`config.mk`:
```
export PLATFORM = sky130hd
export DESIGN_NAME = schedule_1
export DESIGN_NICKNAME = d
export VERILOG_FILES = /design/src/rtl/schedule_1.sv
export SDC_FILE = /design/constraint.sdc
export NUM_CORES = 1
export LEC_CHECK = 0
export CAP_MARGIN = 25
export CORE_ASPECT_RATIO = 1.5
export CORE_UTILIZATION = 45
export DETAILED_ROUTE_END_ITERATION = 10
export HOLD_SLACK_MARGIN = 0.02
export PLACE_DENSITY = 0.88
export SLEW_MARGIN = 20
export SYNTH_ARGS = -nofsm -noshare
export SYNTH_HDL_FRONTEND = slang
export SYNTH_SLANG_ARGS = --single-unit
```
`constraint.sdc`:
```
create_clock -name CLK -period 4.2 [get_ports CLK]
set_input_delay 0.42 -clock CLK [delete_from_list [all_inputs] [get_ports CLK]]
set_output_delay 0.42 -clock CLK [all_outputs]
set_load 0.1 [all_outputs]
```
`src/rtl/schedule_1.sv`:
```
// First scheduling stage: each cycle it issues the lowest-index hazard-free pool slot and tracks pending writes in a scoreboard.
// Optional feature: define SCHED_WB_BYPASS_EN to let a same-cycle writeback unblock a waiting instruction.
module schedule_1 #(
    parameter int COP_NUMS = 32'd1,
    parameter int PNUMS    = COP_NUMS + 1,
    parameter int SW       = (PNUMS > 1) ? $clog2(PNUMS) : 1
) (
    input  logic                  CLK,
    input  logic                  RST,
    input  logic                  FLUSH,
    input  logic                  STALL,
    input  logic                  MMU_WAIT,
    input  logic [32*PNUMS-1:0]   POOL_PC,
    input  logic [17*PNUMS-1:0]   POOL_OPCODE,
    input  logic [5*PNUMS-1:0]    POOL_RD,
    input  logic [5*PNUMS-1:0]    POOL_RS1,
    input  logic [5*PNUMS-1:0]    POOL_RS2,
    input  logic [32*PNUMS-1:0]   POOL_RINST,
    input  logic                  WB_VALID,
    input  logic [4:0]            WB_RD,
    output logic                  HAZARD_STALL,
    output logic                  SCHED_VALID,
    output logic [SW-1:0]         SCHED_SEL,
    output logic [31:0]           SCHED_PC,
    output logic [16:0]           SCHED_OPCODE,
    output logic [4:0]            SCHED_RD,
    output logic [4:0]            SCHED_RS1,
    output logic [4:0]            SCHED_RS2,
    output logic [31:0]           SCHED_RINST
);

    localparam logic [16:0] NOP_OPCODE = 17'h04C00;
    localparam logic [31:0] NOP_RINST  = 32'h0000_0013;
    localparam logic [31:0] EMPTY_SLOT = 32'hFFFF_FFFF;

    logic [31:0]      busy_reg;
    logic [31:0]      busy_next;
    logic [31:0]      busy_chk;
    logic [31:0]      wb_mask;
    logic [31:0]      set_mask;
    logic             hold;

    logic [PNUMS-1:0] slot_valid;
    logic [PNUMS-1:0] slot_blocked;
    logic [31:0]      slot_pc     [PNUMS];
    logic [16:0]      slot_opcode [PNUMS];
    logic [4:0]       slot_rd     [PNUMS];
    logic [4:0]       slot_rs1    [PNUMS];
    logic [4:0]       slot_rs2    [PNUMS];
    logic [31:0]      slot_rinst  [PNUMS];

    logic             issue_found;
    logic             issue_en;
    logic [SW-1:0]    issue_sel;
    logic             pending;
    logic [31:0]      sel_pc;
    logic [16:0]      sel_opcode;
    logic [4:0]       sel_rd;
    logic [4:0]       sel_rs1;
    logic [4:0]       sel_rs2;
    logic [31:0]      sel_rinst;

    assign hold    = STALL | MMU_WAIT;
    assign wb_mask = WB_VALID ? (32'd1 << WB_RD) : 32'd0;

`ifdef SCHED_WB_BYPASS_EN
    assign busy_chk = busy_reg & ~wb_mask;
`else
    assign busy_chk = busy_reg;
`endif

    genvar gi;
    generate
        for (gi = 0; gi < PNUMS; gi++) begin : g_slot
            assign slot_pc[gi]     = POOL_PC[32*gi +: 32];
            assign slot_opcode[gi] = POOL_OPCODE[17*gi +: 17];
            assign slot_rd[gi]     = POOL_RD[5*gi +: 5];
            assign slot_rs1[gi]    = POOL_RS1[5*gi +: 5];
            assign slot_rs2[gi]    = POOL_RS2[5*gi +: 5];
            assign slot_rinst[gi]  = POOL_RINST[32*gi +: 32];
            assign slot_valid[gi]  = (slot_rinst[gi] != EMPTY_SLOT);
            // x0 is excluded explicitly so a stray bit 0 can never block
            assign slot_blocked[gi] = ((slot_rs1[gi] != 5'd0) && busy_chk[slot_rs1[gi]]) ||
                                      ((slot_rs2[gi] != 5'd0) && busy_chk[slot_rs2[gi]]) ||
                                      ((slot_rd[gi]  != 5'd0) && busy_chk[slot_rd[gi]]);
        end
    endgenerate

    always_comb begin
        issue_found = 1'b0;
        issue_sel   = '0;
        for (int i = 0; i < PNUMS; i++) begin
            if (!issue_found && slot_valid[i] && !slot_blocked[i]) begin
                issue_found = 1'b1;
                issue_sel   = SW'(i);
            end
        end
    end

    assign issue_en = issue_found && !hold;

    always_comb begin
        sel_pc     = 32'd0;
        sel_opcode = NOP_OPCODE;
        sel_rd     = 5'd0;
        sel_rs1    = 5'd0;
        sel_rs2    = 5'd0;
        sel_rinst  = NOP_RINST;
        pending    = 1'b0;
        for (int i = 0; i < PNUMS; i++) begin
            if (issue_sel == SW'(i)) begin
                sel_pc     = slot_pc[i];
                sel_opcode = slot_opcode[i];
                sel_rd     = slot_rd[i];
                sel_rs1    = slot_rs1[i];
                sel_rs2    = slot_rs2[i];
                sel_rinst  = slot_rinst[i];
            end
            if (slot_valid[i] && !(issue_en && (issue_sel == SW'(i))))
                pending = 1'b1;
        end
    end

    assign HAZARD_STALL = hold | pending;

    // Set after clear so an issue to the register being written back keeps it busy
    assign set_mask  = (issue_en && (sel_rd != 5'd0)) ? (32'd1 << sel_rd) : 32'd0;
    assign busy_next = ((busy_reg & ~wb_mask) | set_mask) & ~32'd1;

    always_ff @(posedge CLK or posedge RST) begin
        if (RST) begin
            busy_reg     <= 32'd0;
            SCHED_VALID  <= 1'b0;
            SCHED_SEL    <= '0;
            SCHED_PC     <= 32'd0;
            SCHED_OPCODE <= NOP_OPCODE;
            SCHED_RD     <= 5'd0;
            SCHED_RS1    <= 5'd0;
            SCHED_RS2    <= 5'd0;
            SCHED_RINST  <= NOP_RINST;
        end else if (FLUSH) begin
            busy_reg     <= 32'd0;
            SCHED_VALID  <= 1'b0;
            SCHED_SEL    <= '0;
            SCHED_PC     <= 32'd0;
            SCHED_OPCODE <= NOP_OPCODE;
            SCHED_RD     <= 5'd0;
            SCHED_RS1    <= 5'd0;
            SCHED_RS2    <= 5'd0;
            SCHED_RINST  <= NOP_RINST;
        end else begin
            busy_reg <= busy_next;
            if (!hold) begin
                if (issue_en) begin
                    SCHED_VALID  <= 1'b1;
                    SCHED_SEL    <= issue_sel;
                    SCHED_PC     <= sel_pc;
                    SCHED_OPCODE <= sel_opcode;
                    SCHED_RD     <= sel_rd;
                    SCHED_RS1    <= sel_rs1;
                    SCHED_RS2    <= sel_rs2;
                    SCHED_RINST  <= sel_rinst;
                end else begin
                    SCHED_VALID  <= 1'b0;
                    SCHED_SEL    <= '0;
                    SCHED_PC     <= 32'd0;
                    SCHED_OPCODE <= NOP_OPCODE;
                    SCHED_RD     <= 5'd0;
                    SCHED_RS1    <= 5'd0;
                    SCHED_RS2    <= 5'd0;
                    SCHED_RINST  <= NOP_RINST;
                end
            end
        end
    end

endmodule

```
==> summary.md <==
| Metric | Value |
|---|---|
| Min Tclk post-route | 3.80 ns |
| Crit. End Element | output port |
| Arrival @ worst endpoint | 3.38 ns |
| Slew HR | 28.6% |
| Vias post-DR | 8632 |
| Endpoints failing setup | 0 |
| Pre-antenna DRT Iters | 6 |
| DIE AREA | 0.0182 sq mm |
| Die Wd | 110 um |
| Die Y | 165 um |
| Setup TNS | 0 ns |
| Pint | 2.69 mW |
| Hold Buf Count CTS | 0 |
| Post-synthesis cell type count | 60 |
| Slew Limit Fails | 0 |
| Mapped Area | 0.00793 sq mm |
| Pin count of the biggest net entering global routing | 91 |
| Switching power | 1.27 mW |
| Initial antenna violation count | 0 |
| Leak | 4.64 nW |
| Power Density | 334 mW/mm^2 |
| Cell count after synthesis | 837 |
| Port Buf Inserts | 301 |
| Final HPWL DP | 23.9 mm |
| Vias in the first global route | 8606 |
| Worst Skew | 0.0129 ns |
| Worst hold stages | 2 |
| RD Place Congestion | 1.01 |
| H-tree depth | 4 |
| P&R area growth vs syn | 49.7% |
| Sequential share of power | 33.1% |
| Endpoints failing hold | 0 |
| Reg clk slew, reported paths | 0.06 ns |
| RSZ-0062 raised after global routing | false |
| Sequential cell area | 0.00324 sq mm |
| CTS tree | built |
| Max_cap viols | 0 |
| Sw Share | 32.2% |
| Top-area cell type share of the netlist area | 38.8% |
| Worst Path Required | 3.78 ns |
| Warnings from Yosys | 0 |
| Vias per cell | 6.42 |
| Cell taking the most area after synthesis | dfrtp_1 |
| Fin nets | 1321 |
| Post-synth EDFFs | 0 |
| Avg Cell Area, Syn | 9.48 sq um |
| Global route total overflow | 0 |
| Sink Count | 129 |
| Drt total wl | 32.0 mm |
| Core Footprint | 0.0173 sq mm |
| Area contributors post-synth | dfrtp_1 39%, a22oi_1 8.4%, mux4_2 8.2% |
| Antenna cells | 0 |
| Routed WL per cell | 23.8 um |
| Logic pwr share | 25.9% |
| Ys flop type | dfrtp_1 |
| Initial drt markers | 965 |
| Gr usage total | 35.3% |
| CTS resizes | 0 |
| Async set-reset flop share out of synthesis | 100% |
| Status | complete, no violations |
| Min Hold Slack | 0.478 ns |
| Postcts setup bufs | 0 |
| Sequential share of the synthesized area | 40.8% |
| Max VDD drop | 0.000274 V |
| CP Max Fanout | 8 |
| Syn nets | 1040 |
| Worst Reg-to-Reg Cells | 9 |
| Row cnt | 59 |
| Worst-Margin Slew | 1.07 ns |
| Drt drc | 0 |
| Root Driver | clkbuf_16 |
| Final ANT Viol Nets | 0 |
| Fmax | 263 MHz |
| First-pass GRT wire length | 49.1 mm |
| Share of cells above drive strength 1 | 11.8% |
| Max Buffers Root-to-Sink | 2 |
| Kind of critical path | in -> out |
| Starting density of the core | 45.9% |
| Number of fill cells in the layout | 1339 |
| Tcrit/Tclk final | 90.5% |
| I/O pin count | 302 |
| Multi-input logic area | 0.00437 sq mm |
| CP startpoint kind | primary input |
| CTS Buf Count | 17 |
| Min-Delay Path Class | reg -> reg |
| Clk network pwr share | 41.1% |
| Clock latency on the worst-skew pair | 0.43 ns |
| Post-synthesis register bit count | 129 |
## area by class of cell
cell class	count	share of cell area (%)
well taps	213	2.24
flip-flops and latches	129	27.2
clock inverters	14	1.71
multi-input cells	628	36.8
clock buffers	18	3.70
repair buffers	334	28.1
inverters	8	0.274
## sequential cells by signal, indices dropped and copies added, names as in the netlist
register,count
SCHED_PC,32
SCHED_RINST,32
busy_chk,31
SCHED_OPCODE,17
SCHED_RD,5
SCHED_RS1,5
SCHED_RS2,5
SCHED_SEL,1
SCHED_VALID,1
## logic make-up after synthesis
kind of cell	share of synthesized area (%)
compound gates	23.4
buf+inv	4.45
flops	40.8
mux	15.6
simple gates	15.8
## per-layer routing
layer / GRT usage, % / vias to the layer above / wire length, um / share of wire (%)
li1: - / 3753 / - / -
met2: 61.0 / 602 / 16200 / 51
met3: 7.45 / 157 / 2540 / 8.0
met1: 38.7 / 4120 / 11000 / 34
met4: 25.2 / 0 / 2240 / 7.0
met5: 0 / - / 0 / 0
## synthesized netlist by cell type (14+ instances only)
library cell  count
a21oi_1          16
a22oi_1          89
a32o_1           16
buf_2            15
clkbuf_1         46
dfrtp_1         123
mux2_2           20
mux2i_1          36
mux4_2           29
nand2_1         145
nand3_1          18
nand4_1          20
nor2_1           28
nor2b_1          14
o21ai_0         102
o31ai_1          14
## power by group through the flow
stage / Combinational (mW) / Sequential [mW] / Clock [mW]
floorplan: 0.326 / 1.59 / 0
global placement: 1.01 / 1.33 / 0
detailed placement: 1.01 / 1.33 / 0
CTS: 1.02 / 1.31 / 1.64
global route: 1.07 / 1.31 / 1.70
finish: 1.02 / 1.31 / 1.63
## critical path, cell delays in order
cell and delay (ns):
clkdlybuf4s50_1 0.70, mux4_2 0.35, nor4bb_1 0.15, a41o_1 0.27, and4bb_1 0.28, nand4_2 0.26, or2_1 0.34, a221o_1 0.40
buf_12 0.18
## worst paths after layout
kind	start	end	slack [ns]
max in group asynchronous	RST	SCHED_RS2[3]$_DFFE_PP0P_	2.87
min in group asynchronous	RST	SCHED_VALID$_DFFE_PP0P_	0.49
max	POOL_RS2[2]	HAZARD_STALL	0.40
min reg2reg	SCHED_VALID$_DFFE_PP0P_	SCHED_VALID$_DFFE_PP0P_	0.48
min	SCHED_VALID$_DFFE_PP0P_	SCHED_VALID$_DFFE_PP0P_	0.48
max reg2reg	busy_chk[3]$_DFF_PP0_	busy_chk[15]$_DFF_PP0_	0.88
## placed cells by master, fill, tap and decap left out, types with 20 or more instances in the layout
| cell type | instances |
|---|---|
| clkdlybuf4s50_1 | 300 |
| nand2_1 | 144 |
| dfrtp_1 | 123 |
| o21ai_0 | 102 |
| a22oi_1 | 89 |
| mux2i_1 | 36 |
| mux4_2 | 29 |
| buf_4 | 28 |
| nor2_1 | 27 |
| mux2_2 | 20 |
| nand4_1 | 20 |
## per-stage QoR
step	setup slack (ns)	utilization [%]	power, mW	instances	area [sq um]
CTS	0.401	68.7	3.96	1344	11900
detailed placement	0.403	65.0	2.34	1312	11200
global route	0.210	68.7	4.09	1344	11900
floorplan	0.349	-	1.91	837	7930
global placement	0.422	65.0	2.33	1312	11200
finish	0.401	68.7	3.96	1344	11900
Power figures use the tool's default switching activity.
